## src/rtl/kw_fifo_push_arb_if.sv

```systemverilog
// Push-port bundle between NUM_REQ producers, the push arbiter and the FIFO write side.
// The arbiter takes the master modport; the producer/FIFO side takes the slave modport.
interface kw_fifo_push_arb_if #(
    parameter int NUM_REQ    = 4,
    parameter int DATA_WIDTH = 16,
    parameter int IDX_WIDTH  = $clog2(NUM_REQ)
);
    logic [NUM_REQ-1:0]            req;
    logic [NUM_REQ*DATA_WIDTH-1:0] req_data;
    logic [NUM_REQ-1:0]            gnt;
    logic                          fifo_full;
    logic                          push_req;
    logic [DATA_WIDTH-1:0]         data_o;
    logic [IDX_WIDTH-1:0]          owner;
    logic                          locked;

    modport master (
        input  req, req_data, fifo_full,
        output gnt, push_req, data_o, owner, locked
    );

    modport slave (
        output req, req_data, fifo_full,
        input  gnt, push_req, data_o, owner, locked
    );
endinterface

```

## src/rtl/kw_fifo_push_arb.sv

```systemverilog
// Round-robin arbiter sharing one FIFO push port between NUM_REQ producers.
// Define KW_FIFO_PUSH_ARB_BURST_EN to let an owner keep the port for up to MAX_BURST words.
module kw_fifo_push_arb #(
    parameter int NUM_REQ    = 4,
    parameter int DATA_WIDTH = 16,
    parameter int MAX_BURST  = 4,
    parameter int IDX_WIDTH  = $clog2(NUM_REQ)
) (
    input  logic               clock,
    input  logic               reset_n,
    kw_fifo_push_arb_if.master bus
);

    if (NUM_REQ < 2 || MAX_BURST < 1) begin : g_param_check
        $error("kw_fifo_push_arb: NUM_REQ must be >= 2 and MAX_BURST >= 1");
    end

    function automatic logic [IDX_WIDTH-1:0] wrap_add(input logic [IDX_WIDTH-1:0] base,
                                                     input int offset);
        int sum;
        sum = int'(base) + offset;
        if (sum >= NUM_REQ) sum = sum - NUM_REQ;
        return IDX_WIDTH'(sum);
    endfunction

    logic [IDX_WIDTH-1:0] rr_ptr_q;
    logic [IDX_WIDTH-1:0] owner_q;
    logic [IDX_WIDTH-1:0] winner;
    logic [IDX_WIDTH-1:0] grant_idx;
    logic                 found;
    logic                 cont;
    logic                 grant_en;
    logic                 new_burst;
    logic                 locked_now;
    logic [NUM_REQ-1:0]   gnt_vec;
    logic [DATA_WIDTH-1:0] data_mux;

    // Cyclic search from rr_ptr: the lowest offset with a set request wins.
    always_comb begin
        // NOTE: every combinational output gets a default first, so no path can infer a latch.
        found  = 1'b0;
        winner = '0;
        for (int k = 0; k < NUM_REQ; k++) begin
            if (!found && bus.req[wrap_add(rr_ptr_q, k)]) begin
                found  = 1'b1;
                winner = wrap_add(rr_ptr_q, k);
            end
        end
    end

    assign grant_en  = reset_n && !bus.fifo_full;
    assign new_burst = grant_en && !cont && found;
    assign grant_idx = cont ? owner_q : winner;

    always_comb begin
        gnt_vec = '0;
        if (grant_en && (cont || found)) gnt_vec[grant_idx] = 1'b1;
    end

    always_comb begin
        data_mux = '0;
        for (int i = 0; i < NUM_REQ; i++) begin
            if (gnt_vec[i]) data_mux = data_mux | bus.req_data[i*DATA_WIDTH +: DATA_WIDTH];
        end
    end

    assign bus.gnt      = gnt_vec;
    assign bus.push_req = |gnt_vec;
    assign bus.data_o   = data_mux;
    assign bus.owner    = owner_q;
    assign bus.locked   = locked_now;

    // Owner and pointer move only on a fresh search win; continued bursts leave them alone.
    always_ff @(posedge clock) begin
        // NOTE: sequential state uses non-blocking assignments so every register samples pre-edge values.
        if (!reset_n) begin
            rr_ptr_q <= '0;
            owner_q  <= '0;
        end else if (new_burst) begin
            owner_q  <= winner;
            rr_ptr_q <= wrap_add(winner, 1);
        end
    end

`ifdef KW_FIFO_PUSH_ARB_BURST_EN
    localparam int CNT_WIDTH = $clog2(MAX_BURST + 1);

    typedef enum logic {
        UNLOCKED = 1'b0,
        LOCKED   = 1'b1
    } lock_state_t;

    lock_state_t          state_q, state_d;
    logic [CNT_WIDTH-1:0] burst_cnt_q, burst_cnt_d;

    assign locked_now = (state_q == LOCKED);
    assign cont       = locked_now && bus.req[owner_q] && (burst_cnt_q < CNT_WIDTH'(MAX_BURST));

    always_ff @(posedge clock) begin
        if (!reset_n) begin
            state_q     <= UNLOCKED;
            burst_cnt_q <= '0;
        end else begin
            state_q     <= state_d;
            burst_cnt_q <= burst_cnt_d;
        end
    end

    // A stalled burst (fifo_full) keeps its count; only an owner drop ends it early.
    always_comb begin
        state_d     = state_q;
        burst_cnt_d = burst_cnt_q;
        if (new_burst) begin
            burst_cnt_d = CNT_WIDTH'(1);
            state_d     = (MAX_BURST > 1) ? LOCKED : UNLOCKED;
        end else if (grant_en && cont) begin
            burst_cnt_d = burst_cnt_q + 1'b1;
            if (burst_cnt_d == CNT_WIDTH'(MAX_BURST)) state_d = UNLOCKED;
        end else if (locked_now && !bus.req[owner_q]) begin
            state_d = UNLOCKED;
        end
    end
`else
    assign locked_now = 1'b0;
    assign cont       = 1'b0;
`endif

endmodule

```

## src/flat_wrapper.sv

```systemverilog
// flat-port wrapper written by rule: the top's interface ports become plain ports
module kw_fifo_push_arb_flat 
#(
    parameter int NUM_REQ    = 4,
    parameter int DATA_WIDTH = 16,
    parameter int MAX_BURST  = 4,
    parameter int IDX_WIDTH  = $clog2(NUM_REQ)
)
  (clock, reset_n, bus_req, bus_req_data, bus_fifo_full, bus_gnt, bus_push_req, bus_data_o, bus_owner, bus_locked);
  kw_fifo_push_arb_if #(.NUM_REQ(NUM_REQ), .DATA_WIDTH(DATA_WIDTH), .IDX_WIDTH(IDX_WIDTH)) bus_i ();
  input  logic clock;
  input  logic reset_n;
  input wire logic [$bits(bus_i.req)-1:0] bus_req;
  input wire logic [$bits(bus_i.req_data)-1:0] bus_req_data;
  input wire logic [$bits(bus_i.fifo_full)-1:0] bus_fifo_full;
  output wire logic [$bits(bus_i.gnt)-1:0] bus_gnt;
  output wire logic [$bits(bus_i.push_req)-1:0] bus_push_req;
  output wire logic [$bits(bus_i.data_o)-1:0] bus_data_o;
  output wire logic [$bits(bus_i.owner)-1:0] bus_owner;
  output wire logic [$bits(bus_i.locked)-1:0] bus_locked;
  assign bus_i.req = bus_req;
  assign bus_i.req_data = bus_req_data;
  assign bus_i.fifo_full = bus_fifo_full;
  assign bus_gnt = bus_i.gnt;
  assign bus_push_req = bus_i.push_req;
  assign bus_data_o = bus_i.data_o;
  assign bus_owner = bus_i.owner;
  assign bus_locked = bus_i.locked;
  kw_fifo_push_arb #(.NUM_REQ(NUM_REQ), .DATA_WIDTH(DATA_WIDTH), .MAX_BURST(MAX_BURST), .IDX_WIDTH(IDX_WIDTH)) u_core (.clock(clock), .reset_n(reset_n), .bus(bus_i));
endmodule
```

## config.mk

```make
export PLATFORM = sky130hd
export DESIGN_NAME = kw_fifo_push_arb_flat
export DESIGN_NICKNAME = d
export VERILOG_FILES = /design/src/rtl/kw_fifo_push_arb_if.sv /design/src/rtl/kw_fifo_push_arb.sv /design/src/flat_wrapper.sv
export SDC_FILE = /design/constraint.sdc
export NUM_CORES = 1
export LEC_CHECK = 0
export CAP_MARGIN = 30
export CORE_ASPECT_RATIO = 1.25
export CORE_MARGIN = 2
export CORE_UTILIZATION = 26
export DETAILED_ROUTE_END_ITERATION = 10
export PLACE_DENSITY = 0.82
export SYNTH_ARGS = -nofsm -noshare
export SYNTH_HDL_FRONTEND = slang
export SYNTH_SLANG_ARGS = --single-unit
export TNS_END_PERCENT = 50
```

## constraint.sdc

```tcl
create_clock -name clock -period 5.6 [get_ports clock]
set_clock_uncertainty 0.05 [all_clocks]
set_input_delay 1.68 -clock clock [delete_from_list [all_inputs] [get_ports clock]]
set_output_delay 1.68 -clock clock [all_outputs]
set_load 0.05 [all_outputs]
```

======== After elaboration in Yosys (flattened, before gate mapping) ========
Cells that the tools add are included.
storage, ports and cells
  bits in registers ....................... 4
  input bits .............................. 71
  output and inout bits ................... 24
  logic and storage cells ................. 64
operators by class
  add/sub/neg operators ................... 9
  magnitude comparators ................... 11
  muxes and demuxes ....................... 28
  bitwise logic cells ..................... 3
  reduce and logical (&&, ||, !) cells .... 11
operators by type and width
  kind                 count
  $mux 16              4
  $or 16x16->16        3
  $mux 2               9
  $lt 2x3->1 const B   5
  $ge 3x3->1 const B   4
  $sub 2x1->2 const B  5
  $mux 1               9
  $bmux 1 s2           4
  $add 2x1->3 const B  2
  $add 2x2->3 const B  2
  $logic_and 1x1->1    6
  $logic_not 1->1      4
  $mux 4               1
  $reduce_or 4->1      1
  $ge 2x3->1 const B   1
  $demux 1 s2          1
  $ge 2x1->1 const B   1

======== Longest topological paths before layout ========
Gate-level depths: netlist of the first run.
  word-level depth ........................ 26
  mapped depth ............................ 9
  mapped depth without buffers ............ 7

======== Least setup slack after synthesis of the first run ========
Ideal clock, no wire load.
  path type ............................... in2out
  start point ............................. in bus_req[2]
  end point ............................... out bus_push_req
  arrival time ............................ 3.739 ns
  required time ........................... 3.870 ns
  setup slack ............................. 0.131 ns
  stages on the path ...................... 9
  cells stage by stage .................... inv_1 o221ai_1 o31ai_1 o21ai_0 ha_1 clkbuf_1 clkbuf_1 inv_1 a41oi_1
on the way
  word-level cells in the longest chain between the ends .. 18
  elaborated cells on any way between the ends .. 30
ends and longest elaborated chain
  item                                                            RTL line                RTL
  start, declared                                                 flat_wrapper.sv:13      input wire logic [$bits(bus_i.req)-1:0] bus_req;
  $bmux 1 s2                                                      kw_fifo_push_arb.sv:44  if (!found && bus.req[wrap_add(rr_ptr_q, k)]) begin
  $mux 1 (not written as such)                                    kw_fifo_push_arb.sv:44
  $mux 1                                                          kw_fifo_push_arb.sv:44
  $logic_not 1->1                                                 kw_fifo_push_arb.sv:44
  $logic_and 1x1->1                                               kw_fifo_push_arb.sv:44
  $mux 1                                                          kw_fifo_push_arb.sv:44
  $logic_not 1->1                                                 kw_fifo_push_arb.sv:44
  $logic_and 1x1->1                                               kw_fifo_push_arb.sv:44
  [2 not listed]                                                  --
  $logic_and 1x1->1                                               kw_fifo_push_arb.sv:44
  $mux 2                                                          kw_fifo_push_arb.sv:44
  $lt 2x3->1 (not written as such) or $ge 2x1->1 (tied branches)  kw_fifo_push_arb.sv:57  if (grant_en && (cont || found)) gnt_vec[grant_idx] = 1'b1;
  $logic_and 1x1->1 (not written as such)                         kw_fifo_push_arb.sv:57
  $mux 1 (not written as such)                                    kw_fifo_push_arb.sv:57
  $demux 1 s2                                                     --
  $mux 4 (*)                                                      kw_fifo_push_arb.sv:57
  $reduce_or 4->1 (*)                                             kw_fifo_push_arb.sv:68  assign bus.push_req = |gnt_vec;
  end, declared                                                   flat_wrapper.sv:17      output wire logic [$bits(bus_i.push_req)-1:0] bus_push_req;
Mark *: on every way between the ends. The rest lies on a longest branch, timed or not. The select of a mux whose other input is x is not followed.

======== Worst setup path in the final report of the first run ========
  start point ............................. in bus_req[0]
  end point ............................... out bus_data_o[5]
on the way
  word-level cells in the longest chain between the ends .. 24
  elaborated cells on any way between the ends .. 36
ends and longest elaborated chain
  item                          RTL line                RTL
  $bmux 1 s2                    kw_fifo_push_arb.sv:44
  $mux 1 (not written as such)  kw_fifo_push_arb.sv:44
  $mux 1                        kw_fifo_push_arb.sv:44
  $logic_not 1->1               kw_fifo_push_arb.sv:44
  $logic_and 1x1->1             kw_fifo_push_arb.sv:44
  $mux 1                        kw_fifo_push_arb.sv:44
  $logic_not 1->1               kw_fifo_push_arb.sv:44
  $logic_and 1x1->1             kw_fifo_push_arb.sv:44
  [8 not listed]                --
  $mux 4 (*)                    kw_fifo_push_arb.sv:57
  $mux 16                       kw_fifo_push_arb.sv:63  if (gnt_vec[i]) data_mux = data_mux | bus.req_data[i*DATA_WIDTH +: DATA_WIDTH];
  $or 16x16->16                 kw_fifo_push_arb.sv:63
  $mux 16                       kw_fifo_push_arb.sv:63
  $or 16x16->16                 kw_fifo_push_arb.sv:63
  $mux 16                       kw_fifo_push_arb.sv:63
  $or 16x16->16                 kw_fifo_push_arb.sv:63
  $mux 16 (*)                   kw_fifo_push_arb.sv:63
  end, declared                 flat_wrapper.sv:18      output wire logic [$bits(bus_i.data_o)-1:0] bus_data_o;
Marked as above.

==> results of run 1 <==
timing repair:
item,4_1_cts,5_1_grt
setup endpoints to repair,19,19
gates resized for setup,3,15
buffers inserted,0,5
hold endpoints to repair,0,0
pin swaps,0,5
flip-flops by register name, indices dropped and copies added, names as in the netlist:
name	flops
u_core.bus.owner	2
u_core.rr_ptr_q	2
worst max-delay path: cells and delay by family:
kind | cells | cell delay (ns)
compound gates | 5 | 0.86
fa+ha+maj | 1 | 0.26
buf+inv | 4 | 0.98
Yosys cell counts, drive strengths merged:
| master | count | area share (%) |
|---|---|---|
| dfxtp | 4 | 10 |
| nor2b | 2 | 1.6 |
| ha | 4 | 6.5 |
| a22oi | 32 | 31 |
| inv | 9 | 4.4 |
| o211ai | 1 | 0.98 |
| o31ai | 1 | 0.98 |
| clkbuf | 7 | 3.4 |
| nor2 | 7 | 3.7 |
| o221ai | 1 | 1.1 |
| a311o | 1 | 1.3 |
| a32o | 1 | 1.3 |
| buf | 5 | 6.0 |
| o21ai | 4 | 2.6 |
| conb | 1 | 0.49 |
| a41oi | 1 | 1.1 |
| o22ai | 1 | 0.81 |
| a21o | 1 | 0.98 |
| nand3 | 2 | 1.3 |
| a21oi | 18 | 20 |
through the flow:
stage | cell area [um2] | utilization, % | instances | TNS [ns] | setup slack [ns]
floorplan | 768 | - | 103 | 0 | 0.131
global placement | 1950 | 67.5 | 226 | -0.0132 | -0.0132
detailed placement | 1950 | 67.5 | 226 | -2.60 | -0.189
CTS | 1980 | 68.6 | 229 | -0.00979 | -0.00979
global route | 2100 | 72.6 | 234 | -0.166 | -0.0354
finish | 2100 | 72.6 | 234 | 0 | 0.0798
where the power goes:
group / switching (mW) / leakage [nW] / internal (mW)
clock: 0.0141 / 0.0138 / 0.0241
combinational: 0.147 / 0.731 / 0.154
sequential: 0.00544 / 0.0330 / 0.0322
logic make-up after synthesis:
group / count (synthesis) / share of synthesized area [%]
other cells: 1 / 0.488
compound gates: 62 / 62.1
flops: 4 / 10.4
buf+inv: 21 / 13.8
simple gates: 11 / 6.68
fa+ha+maj: 4 / 6.51
layout make-up:
type | instances | area, um2
timing repair buffer | 104 | 1250
fill | 197 | 791
multi-input combinational | 78 | 667
sequential | 4 | 80.1
tap | 36 | 45.0
inverter | 9 | 33.8
clock buffer | 3 | 22.5
final timing paths:
kind | startpoint | end | slack (ns) | cells after the start
max reg2reg | u_core.rr_ptr_q[1] | u_core.rr_ptr_q[1] | 3.85 | 7
max | bus_req[0] | bus_data_o[5] | 0.08 | 10
min | u_core.bus.owner[1] | u_core.bus.owner[1] | 0.44 | 2
min reg2reg | u_core.bus.owner[1] | u_core.bus.owner[1] | 0.44 | 2
layer usage:
metal  track usage (%)  vias to the layer above  part of all wire [%]
li1                  -                      586                     -
met3              9.22                       10                    11
met5                 0                        -                     0
met4              6.41                        0                   2.0
met2              40.9                       78                    53
met1              22.1                      583                    34
layout by cell type, fill, tap and decap left out, types with 2 or more instances in the layout:
cell	Yosys	layout
clkdlybuf4s50_1	0	71
a22oi_1	32	32
buf_12	0	23
a21oi_2	16	16
inv_1	9	9
buf_4	1	8
nor2_1	6	6
clkbuf_4	0	4
dfxtp_1	4	4
o21ai_0	4	3
ha_4	0	3
nor2b_4	0	2
a21oi_1	2	2
nand3_1	2	2
==> results.md, run 1 <==
* DR WL/cell at 18.5 um
* Worst Path Arrival at 3.79 ns
* H-tree levels at 1
* Worst path slowest cell: clkdlybuf4s50_1
* Status: complete, no violations
* Final Hold Slack at 0.442 ns
* Nets at 275
* Pin count of the biggest net entering global routing at 18
* Total number of vias at 1257
* Core Area at 2890 um2
* Final wirelength at 4.32 mm
* Clock sink total at 4
* WP data required at 3.87 ns
* Max-Cap Viols at 0
* Die Y at 64.8 um
* GRT Resource Usage Total at 22.3%
* Fmax at 181 MHz
* CTS buffer count at 3
* Die area at 3410 um2
* Critical Path End Type: primary output
* Maximum vdd drop at 0.000236 V
* Initial antenna violation count at 0
* Layout area overhead at 173%
* DR vias/cell at 5.37
* GR Overflow Total at 0
* Relative slew slack at 66.4%
* Overall Power at 0.377 mW
* CP max stage delay at 0.51 ns
* Crit path launch type: input pin
* CTS tree: yes
* Cell variety after synth at 24
* Seq/Total Area, Yosys at 10.4%
* Mapped Nets at 178
* Leakage power at 0.778 nW
* Port Buffers at 93
* Final worst-path cycle share at 98.6%
* Pre-antenna DRT Iters at 4
* Tmin final at 5.52 ns
* Vias in the first global route at 1220
* Share of cells above drive strength 1 at 31.3%
* Rows at 22
* ANT cells at 0
* Die X at 52.6 um
* Hold crit path type: flip-flop to flip-flop
* Max clock buf depth at 2
* Antenna-violating nets left at 0
* Clock transition at path regs at 0.04 ns
* First-pass GRT wire length at 5.74 mm
* Crit path max fanout at 10
* Starting Density at 26.6%
* Crit path cell chain: clkdlybuf4s50_1 -> inv_1 -> o221ai_2 -> o31ai_4 -> o21ai_2 -> ha_4 -> clkbuf_4 -> a22oi_1 -> a21oi_2 -> buf_12
* Count of final max-slew check failures at 0
* Worst setup path class: input pin to primary output
* Worst skew pair latency at 0.25 ns
* Ys Warns at 0
* Mapped Area at 768 um2
* Iteration-0 DRC Markers at 36
* Placed wire-length estimate at 3.30 mm
* Root Buffer Master: clkbuf_4
* Hold Buf Count CTS at 0
* Final setup viols at 0
* Gpl congestion at 0.778
* Mapped Cells at 103
* Syn_area_per_cell at 7.46 um2
* DRC at 0
* PD cells at 179 nW/um2
* I/O Pins at 95
* Flops & latches, synth at 4
* Actual slew at the worst max-slew pin at 0.503 ns
* Fin. Hold Viols at 0
(Power assumes the default switching activity.)
==> inputs of run 2 (changes only) <==
--- a/constraint.sdc
+++ b/constraint.sdc
@@ -3,3 +3,3 @@
 set_input_delay 1.68 -clock clock [delete_from_list [all_inputs] [get_ports clock]]
 set_output_delay 1.68 -clock clock [all_outputs]
-set_load 0.05 [all_outputs]
+set_load 0.01 [all_outputs]
==> results.md, run 2 (synthesis results as in run 1) <==
* Total number of vias at 1240 (was 1257)
* Pin count of the biggest net entering global routing at 29 (was 18)
* Hold path cells at 2 (unchanged)
* Crit path launch type: input pin (unchanged)
* Fin. Hold Viols at 0 (unchanged)
* Hold crit path type: flip-flop to flip-flop (unchanged)
* Seq. cell area at 80.1 um2 (unchanged)
* Placed Cells at 232 (was 226)
* Final worst slack at 0.0816 ns (was 0.0798 ns)
* ANT cells at 0 (unchanged)
* CTS tree: yes (unchanged)
* Die X at 52.6 um (unchanged)
* Status: complete, no violations (unchanged)
* DR WL/cell at 16.0 um (was 18.5 um)
* Share of cells above drive strength 1 at 24.6% (was 31.3%)
* Worst skew pair latency at 0.24 ns (was 0.25 ns)
* Starting Density at 26.6% (unchanged)
* Tmin final at 5.52 ns (about the same)
* Core Area at 2890 um2 (unchanged)
* Multi-input gate area at 664 um2 (was 667 um2)
* Worst setup path class: input pin to primary output (unchanged)
* Final core occ at 67.0% (was 72.6%)
* Worst r2r src: u_core.rr_ptr_q[1] (unchanged)
* Rows at 22 (unchanged)
* Root Buffer Master: clkbuf_4 (unchanged)
* Die area at 3410 um2 (unchanged)
* GR Overflow Total at 0 (unchanged)
* Worst Hold End: u_core.bus.owner[1] (unchanged)
* CTS buffer count at 3 (unchanged)
* Hold Path Origin: u_core.bus.owner[1] (unchanged)
* Commonest non-fill, non-tap cell in the layout: clkdlybuf4s50_1 (unchanged)
* Final worst-path cycle share at 98.5% (was 98.6%)
* Worst path slowest cell: clkdlybuf4s50_1 (unchanged)
* I/O Pins at 95 (unchanged)
* Placed inst area at 1810 um2 (was 1950 um2)
* CP max stage delay at 0.51 ns (about the same)
* Pre-antenna DRT Iters at 4 (unchanged)
* Final Instance Count excl. Fillers at 239 (was 234)
* Pre-CTS setup slack at -0.237 ns (was -0.189 ns)
* Count of final max-slew check failures at 0 (unchanged)
* Clock sink total at 4 (unchanged)
* Gpl congestion at 0.732 (was 0.778)
* Placed wire-length estimate at 2.90 mm (was 3.30 mm)
* Worst Path Arrival at 3.79 ns (about the same)
* Max clock buf depth at 2 (unchanged)
* Fmax at 181 MHz (about the same)
* WP data required at 3.87 ns (about the same)
* Sum Neg Setup Slack at 0 ns (unchanged)
* H-tree levels at 1 (unchanged)
* Vias in the first global route at 1242 (was 1220)
* Overall Power at 0.298 mW (was 0.377 mW)
* First-pass GRT wire length at 5.51 mm (was 5.74 mm)
* DRC at 0 (unchanged)
* Crit path cell chain: clkdlybuf4s50_1 -> inv_1 -> o221ai_2 -> o31ai_4 -> nor2b_4 -> ha_1 -> buf_12 -> a22oi_1 -> a21oi_2 -> dlygate4sd2_1 (was clkdlybuf4s50_1 -> inv_1 -> o221ai_2 -> o31ai_4 -> o21ai_2 -> ha_4 -> clkbuf_4 -> a22oi_1 -> a21oi_2 -> buf_12)
* Max-Cap Viols at 0 (unchanged)
* Reg-to-reg endpoint: u_core.rr_ptr_q[1] (unchanged)
* Design area at 1940 um2 (was 2100 um2)
* # fillers at 260 (was 197)
* Antenna-violating nets left at 0 (unchanged)
* Hold Buf Count CTS at 0 (unchanged)
* Port Buffers at 93 (unchanged)
* Initial antenna violation count at 0 (unchanged)
* DR vias/cell at 5.19 (was 5.37)
* Final setup viols at 0 (unchanged)
* Final Hold Slack at 0.433 ns (was 0.442 ns)
* GRT Resource Usage Total at 20.9% (was 22.3%)
* Final wirelength at 3.83 mm (was 4.32 mm)
* Iteration-0 DRC Markers at 36 (unchanged)
* Leakage power at 0.843 nW (was 0.778 nW)
* Maximum vdd drop at 0.000146 V (was 0.000236 V)
* Commonest non-fill, non-tap cells in the layout: clkdlybuf4s50_1 (72), a22oi_1 (25), dlygate4sd2_1 (17) (was clkdlybuf4s50_1 (71), a22oi_1 (32), buf_12 (23))
* PD cells at 154 nW/um2 (was 179 nW/um2)
* Worst R2R Path Depth at 7 (unchanged)
* Nets at 280 (was 275)
* Die Y at 64.8 um (unchanged)
* Critical Path End Type: primary output (unchanged)
* Layout area overhead at 152% (was 173%)
* Slack of the worst reg-to-reg path at 4.00 ns (was 3.85 ns)
* Crit path max fanout at 17 (was 10)
* Clock transition at path regs at 0.04 ns (about the same)
[run 2: cell types whose count changed in the layout (fill, tap and decap cells not counted), moves of 4 or more]
cell           previous run  this run
dlygate4sd2_1             0        17
a22oi_1                  32        25
buf_4                     8        12
buf_12                   23         4
a22oi_2                   0         7
[run 2: how the worst max path moves through the flow]
stage                           to  startpoint
detailed placement   bus_data_o[4]  bus_req[0]
global placement     bus_data_o[4]  bus_req[0]
finish               bus_data_o[1]  bus_req[0]
floorplan           bus_data_o[10]  bus_req[0]
CTS                     bus_gnt[1]  bus_req[2]
global route         bus_data_o[4]  bus_req[0]
[run 2: worst max-delay path: cells and delay by family]
kind | cells | cell delay (ns)
adders and majority gates | 1 | 0.23
buffers and inverters | 4 | 1.05
AOI/OAI and AO/OA | 4 | 0.66
and+or+nand+nor | 1 | 0.15
[run 2: timing repair]
item,4_1_cts,5_1_grt
gates cloned,0,0
pin swaps,2,2
endpoints found under the hold margin,0,0
gates resized for setup,31,8
endpoints found under the setup margin,20,10
setup buffers,2,2
[run 2: routing by layer]
layer / track usage, % / routed length [um]
met1: 19.0 / 1250
met2: 42.2 / 2090
met3: 6.91 / 460
met4: 4.49 / 33
met5: 0 / 0
[run 2: cell type report]
class	count	share of cell area, %
repair buffers	109	56.3
flip-flops and latches	4	4.14
multi-input cells	78	34.3
inverters	9	1.75
well taps	36	2.33
clock buffers	3	1.16
[run 2: where the power goes]
group          leakage [nW]  switching [mW]  total [mW]  internal (mW)
Clock                0.0138          0.0112      0.0352         0.0239
Combinational         0.797          0.0961       0.225          0.129
Sequential           0.0330         0.00532      0.0376         0.0323
